## config.mk

```make
export PLATFORM = sky130hd
export DESIGN_NAME = sc2110_align_ctrl
export DESIGN_NICKNAME = d
export VERILOG_FILES = /design/src/rtl/sc2110_align_ctrl.sv
export SDC_FILE = /design/constraint.sdc
export NUM_CORES = 1
export LEC_CHECK = 0
export ABC_CLOCK_PERIOD_IN_PS = 2900
export CAP_MARGIN = 30
export CORE_MARGIN = 2
export CORE_UTILIZATION = 40
export CTS_CLUSTER_DIAMETER = 100
export DETAILED_ROUTE_END_ITERATION = 10
export PLACE_DENSITY_LB_ADDON = 0.05
export SYNTH_ARGS = -nofsm -noshare
export SYNTH_HDL_FRONTEND = slang
export SYNTH_SLANG_ARGS = --single-unit
```

## constraint.sdc

```tcl
create_clock -name i_clk -period 2.9 [get_ports i_clk]
set_input_delay 0.725 -clock i_clk [delete_from_list [all_inputs] [get_ports i_clk]]
set_output_delay 0.725 -clock i_clk [all_outputs]
set_load 0.02 [all_outputs]
```

## src/rtl/sc2110_align_ctrl.sv

```systemverilog
// sc2110_align_ctrl: word-alignment training controller for one SC2110 LVDS lane.
// Hunts for the FFF,000,000,<code> sync preamble, issues bitslips until codes land on
// the word boundary, confirms over LOCK_CNT sync events, then watches for loss of lock.
module sc2110_align_ctrl #(
  parameter int unsigned DATA_W     = 12,
  parameter int unsigned SEARCH_WIN = 4096,
  parameter int unsigned SLIP_WAIT  = 4,
  parameter int unsigned LOCK_CNT   = 4,
  parameter int unsigned LOSS_CNT   = 4,
  parameter int unsigned MAX_SLIP   = 12
) (
  input  logic              i_clk,
  input  logic              i_rst,
  input  logic              i_en,
  input  logic              i_dvld,
  input  logic [DATA_W-1:0] i_data,
  output logic              o_bitslip,
  output logic              o_aligned,
  output logic              o_train_fail,
  output logic [3:0]        o_slip_cnt,
  output logic [2:0]        o_state
);

  localparam int unsigned WC_W = $clog2(SEARCH_WIN + 1);
  localparam int unsigned WT_W = $clog2(SLIP_WAIT + 1);
  localparam int unsigned GD_W = $clog2(LOCK_CNT + 1);
  localparam int unsigned MS_W = $clog2(LOSS_CNT + 1);

  localparam logic [DATA_W-1:0] CODE_A = DATA_W'(12'h800);
  localparam logic [DATA_W-1:0] CODE_B = DATA_W'(12'h9D0);
  localparam logic [DATA_W-1:0] CODE_C = DATA_W'(12'hAB0);
  localparam logic [DATA_W-1:0] CODE_D = DATA_W'(12'hB60);

  typedef enum logic [2:0] {
    ST_IDLE    = 3'd0,
    ST_SEARCH  = 3'd1,
    ST_SLIP    = 3'd2,
    ST_WAIT    = 3'd3,
    ST_CONFIRM = 3'd4,
    ST_LOCKED  = 3'd5,
    ST_FAIL    = 3'd6
  } state_t;

  state_t            state, state_nxt;
  logic [DATA_W-1:0] hist [3];
  logic [WC_W-1:0]   wcnt, wcnt_nxt;
  logic [WT_W-1:0]   wt, wt_nxt;
  logic [GD_W-1:0]   good, good_nxt;
  logic [MS_W-1:0]   miss, miss_nxt;
  logic [3:0]        slip, slip_nxt;
  logic              pre, code_ok, sync, cerr, expiry, counting;

  // Preamble detector and window-expiry qualification for the current word
  always_comb begin
    pre     = (hist[0] == '1) && (hist[1] == '0) && (hist[2] == '0);
    code_ok = i_data inside {CODE_A, CODE_B, CODE_C, CODE_D};
    sync    = i_dvld && pre && code_ok;
    cerr    = i_dvld && pre && !code_ok;
    expiry  = i_dvld && !sync && (wcnt == WC_W'(SEARCH_WIN - 1));
  end

  // Next-state and counter update
  always_comb begin
    state_nxt = state;
    wcnt_nxt  = i_dvld ? wcnt + WC_W'(1) : wcnt;
    wt_nxt    = wt;
    good_nxt  = good;
    miss_nxt  = miss;
    slip_nxt  = slip;
    counting  = 1'b0;
    case (state)
      ST_IDLE: begin
        good_nxt = '0;
        miss_nxt = '0;
        slip_nxt = '0;
        wt_nxt   = '0;
        if (i_en) state_nxt = ST_SEARCH;
      end
      ST_SEARCH: begin
        counting = 1'b1;
        if (sync) begin
          state_nxt = ST_CONFIRM;
          good_nxt  = GD_W'(1);
        end else if (expiry) begin
          good_nxt = '0;
          if (slip == 4'(MAX_SLIP)) state_nxt = ST_FAIL;
          else begin
            state_nxt = ST_SLIP;
            slip_nxt  = slip + 4'd1;
          end
        end
      end
      ST_SLIP: begin
        state_nxt = ST_WAIT;
        wt_nxt    = '0;
      end
      ST_WAIT: begin
        if (wt == WT_W'(SLIP_WAIT - 1)) state_nxt = ST_SEARCH;
        else wt_nxt = wt + WT_W'(1);
      end
      ST_CONFIRM: begin
        counting = 1'b1;
        if (sync) begin
          if (good == GD_W'(LOCK_CNT - 1)) state_nxt = ST_LOCKED;
          good_nxt = good + GD_W'(1);
        end else if (cerr || expiry) begin
          good_nxt = '0;
          if (slip == 4'(MAX_SLIP)) state_nxt = ST_FAIL;
          else begin
            state_nxt = ST_SLIP;
            slip_nxt  = slip + 4'd1;
          end
        end
      end
      ST_LOCKED: begin
        counting = 1'b1;
        if (sync) miss_nxt = '0;
        else if (cerr || expiry) begin
          if (miss == MS_W'(LOSS_CNT - 1)) begin
            state_nxt = ST_SEARCH;
            slip_nxt  = '0;
            good_nxt  = '0;
            miss_nxt  = '0;
          end else miss_nxt = miss + MS_W'(1);
        end
      end
      default: ;
    endcase
    // The word counter restarts on every sync, every expiry and every state entry
    if (sync || expiry || !counting || (state_nxt != state)) wcnt_nxt = '0;
    if (!i_en) begin
      state_nxt = ST_IDLE;
      wcnt_nxt  = '0;
      wt_nxt    = '0;
      good_nxt  = '0;
      miss_nxt  = '0;
      slip_nxt  = '0;
    end
  end

  // State, counters and registered outputs
  always_ff @(posedge i_clk or posedge i_rst) begin
    if (i_rst) begin
      state        <= ST_IDLE;
      wcnt         <= '0;
      wt           <= '0;
      good         <= '0;
      miss         <= '0;
      slip         <= '0;
      o_bitslip    <= 1'b0;
      o_aligned    <= 1'b0;
      o_train_fail <= 1'b0;
    end else begin
      state        <= state_nxt;
      wcnt         <= wcnt_nxt;
      wt           <= wt_nxt;
      good         <= good_nxt;
      miss         <= miss_nxt;
      slip         <= slip_nxt;
      o_bitslip    <= (state_nxt == ST_SLIP);
      o_aligned    <= (state_nxt == ST_LOCKED);
      o_train_fail <= (state_nxt == ST_FAIL);
    end
  end

  // Word history: cleared while settling after a slip, otherwise shifts on valid words
  always_ff @(posedge i_clk or posedge i_rst) begin
    if (i_rst) begin
      hist[0] <= '0;
      hist[1] <= '0;
      hist[2] <= '0;
    end else if (state_nxt == ST_WAIT) begin
      hist[0] <= '0;
      hist[1] <= '0;
      hist[2] <= '0;
    end else if (i_dvld && (state != ST_WAIT)) begin
      hist[0] <= hist[1];
      hist[1] <= hist[2];
      hist[2] <= i_data;
    end
  end

  assign o_slip_cnt = slip;
  assign o_state    = state;

endmodule

```

==> metrics, run 1 <==
relative slew slack=48.94%; final non-filler cell total=541; CTS tree=done; ratio of cells with drive above 1 in the final layout=25.35%; worst hold path type=reg2reg; clk sinks=68; worst path cell trace=clkdlybuf4s50_1 > nor4b_2 > nand4_1 > or2_1 > nor4_4 > nor2_1 > a311o_2 > buf_12 > a21oi_1; dominant synthesized flop cell=dfrtp_1; die area=9996 um2; Crit-path slowest cell=clkdlybuf4s50_1; delay-heaviest family, CP=simple AND/OR/NAND/NOR gates; yosys warns=0; MaxCap Viol Count=0; post-synthesis sequential area ratio=46.18%; Vias=2956; Worst-path clk slew=0.08 ns; Skew-Pair Late Insertion Delay=0.35 ns; gr usage total=19.04%; I/O pins=26; first-pass GRT wire length=14920 um; antenna violations before repair=0; wire length per cell=16.46 um; detailed placer's ending HPWL=6278 um; drt via density=5.464; # DRC=0; PwrDens=482.2 nW/um2; commonest non-fill, non-tap cells in the layout=dfrtp_1 (68), buf_4 (41), mux2i_1 (37); Post-synth EDFFs=0; nets@finish=449; hold path depth=1; worst r2r src=hist[10]; Antenna Nets Post-Route=0; synthesized flop and latch total=68; worst-path fanout max=36; min cycle time layout=2.749 ns; vias in the first global route=2913; Cells after DPL=520; endpoints failing hold=0; Post-DP Area=4398 um2; endpoints failing setup=0; Hold Startpoint=miss[2]; RSZ-0062 raised after global routing=no; Synth cell types=54; largest net degree at the start of global routing=37; Starting Density=40.45%; core region area=9109 um2; Slew Viols, Final=0; Die Wd=99.98 um; setup slack, reg-to-reg=0.23 ns; Clock Tree Root=clkbuf_8; FFs w/ async S/R, synth=100.0%; syn avg cell area=10.29 um2; pre-CTS setup slack=-0.4465 ns; R2R cell count=9; hold endpoint=miss[2]; startpoint types=input port; Design Area, Final=4743 um2; Setup crit end kind=flip-flop; Req. time, crit path=3.17 ns; worst r2r dst=hist[9]; Peak VDD IR=0.2488 mV; most common cell after layout, fill and taps aside=dfrtp_1; CTS Hold Bufs=0; worst-margin pin slew=0.7648 ns; routability cong.=0.8263; row count=35; Cells after Synth=358; CP arrival=3.02 ns; skew final=0.009662 ns; Worst Setup Path Type=in2reg; PortBufs=25; final period utilization=94.79%; Max clock buf depth=2; Post-Syn Nets=382; area growth from synthesis to layout=28.73%; Die Span Y=99.98 um; status=finished clean; final WL=8907 um; ANT cells=0; DR iter-0 viols=146; Remaining Overflow, GRT=0; leakage=2.121 nW; Hold WS=0.5127 ns; Mapped Area=3685 um2; Buf/Inv on CP=2; Crit path largest cell delay=0.46 ns; final worst slack=0.1512 ns; DRT Pass-1 Iters=5; fmax=0.3638 GHz; total negative slack=0 ns; Num CTS Buffers=9; H-tree levels=3
registers in the layout, indices dropped and copies added (netlist names), 3 cells and up:
name        cells
wcnt           13
good            3
hist           36
miss            3
o_slip_cnt      4
o_state         3
wt              3
timing repair:
action / CTS / global route
setup endpoints to repair: 48 / 49
setup buffers: 1 / 3
cloned: 0 / 1
resized for setup: 5 / 8
pin swaps: 2 / 1
routing by layer:
layer  track usage [%]  part of all wire, %
met1             27.31                   49
met2             28.90                   46
met3             5.362                  4.3
met4             4.110                  1.1
met5                 0                    0
Yosys cell counts, types with 3 or more instances:
cell,instances,share of area (%)
a21oi_2,10,2.4
inv_1,17,1.7
buf_2,3,0.41
o31ai_1,6,1.2
nand2b_1,3,0.51
mux2i_1,38,10
a21oi_1,33,4.5
clkbuf_1,11,1.1
nor3_1,9,1.2
and3_1,7,1.2
o21ai_0,16,2.2
nand4_2,3,1.0
dfrtp_1,68,46
nand2_1,13,1.3
xnor2_1,9,2.1
a22oi_1,4,0.81
buf_6,3,0.92
o311ai_0,3,0.71
nor4_2,3,1.0
nor4_1,4,0.68
nand4_1,5,0.85
nand3_1,12,1.6
xor2_1,6,1.4
ha_1,8,2.7
nor2_1,30,3.1
layout make-up:
class	count	area (um2)
sequential	68	1702
clock buffer	9	123.9
clock inverter	7	101.3
multi-input combinational	255	1904
fill	861	4365
inverter	17	63.81
tap	111	138.9
timing repair buffer	74	709.4
report_power, final:
group	internal [W]	total (W)	switching, W
clock network	0.000488	0.000892	0.000403
registers	0.00103	0.00110	0.0000709
logic	0.000142	0.000298	0.000156
stage by stage:
step                util (%)  power, W
global placement       48.28  0.001409
detailed placement     48.28  0.001414
finish                 52.07  0.002287
CTS                    51.06  0.002317
global route           52.07  0.002397
floorplan                  -  0.001291
how the worst max path moves through the flow:
| stage | startpoint | to | slack (ns) | depth (start not counted) |
|---|---|---|---|---|
| 2_1_floorplan | i_dvld | hist[10] | -0.05 | 10 |
| 3_3_place_gp | i_dvld | hist[24] | -0.42 | 9 |
| 3_5_place_dp | i_dvld | wcnt[2] | -0.45 | 9 |
| 4_1_cts | i_data[11] | o_aligned | 0.01 | 8 |
| 5_1_grt | i_data[2] | hist[6] | 0.05 | 9 |
| 6_report | i_data[2] | hist[27] | 0.15 | 9 |
kinds of logic after synthesis:
family          Yosys count  synth area share, %
simple gates            106                17.05
compound gates           87                15.48
flops                    68                46.18
mux                      39                10.63
buf+inv                  35                4.380
xor+xnor                 15                3.565
fa+ha+maj                 8                2.717
Note: power is estimated with default switching activity, not from simulation.
==> run 2: changes to the inputs <==
--- a/config.mk
+++ b/config.mk
@@ -6,7 +6,6 @@
 export NUM_CORES = 1
 export LEC_CHECK = 0
 export ABC_CLOCK_PERIOD_IN_PS = 2900
-export CAP_MARGIN = 30
 export CORE_MARGIN = 2
 export CORE_UTILIZATION = 40
 export CTS_CLUSTER_DIAMETER = 100
==> results of run 2 <==
The final DEF is identical to that of run 1; final timing and power are the same.
==> run 3: changes to the inputs <==
--- a/config.mk
+++ b/config.mk
@@ -11,6 +11,7 @@
 export CTS_CLUSTER_DIAMETER = 100
 export DETAILED_ROUTE_END_ITERATION = 10
 export PLACE_DENSITY_LB_ADDON = 0.05
+export SLEW_MARGIN = 20
 export SYNTH_ARGS = -nofsm -noshare
 export SYNTH_HDL_FRONTEND = slang
 export SYNTH_SLANG_ARGS = --single-unit
==> results of run 3 <==
The final DEF is identical to that of run 1; final timing and power are the same.
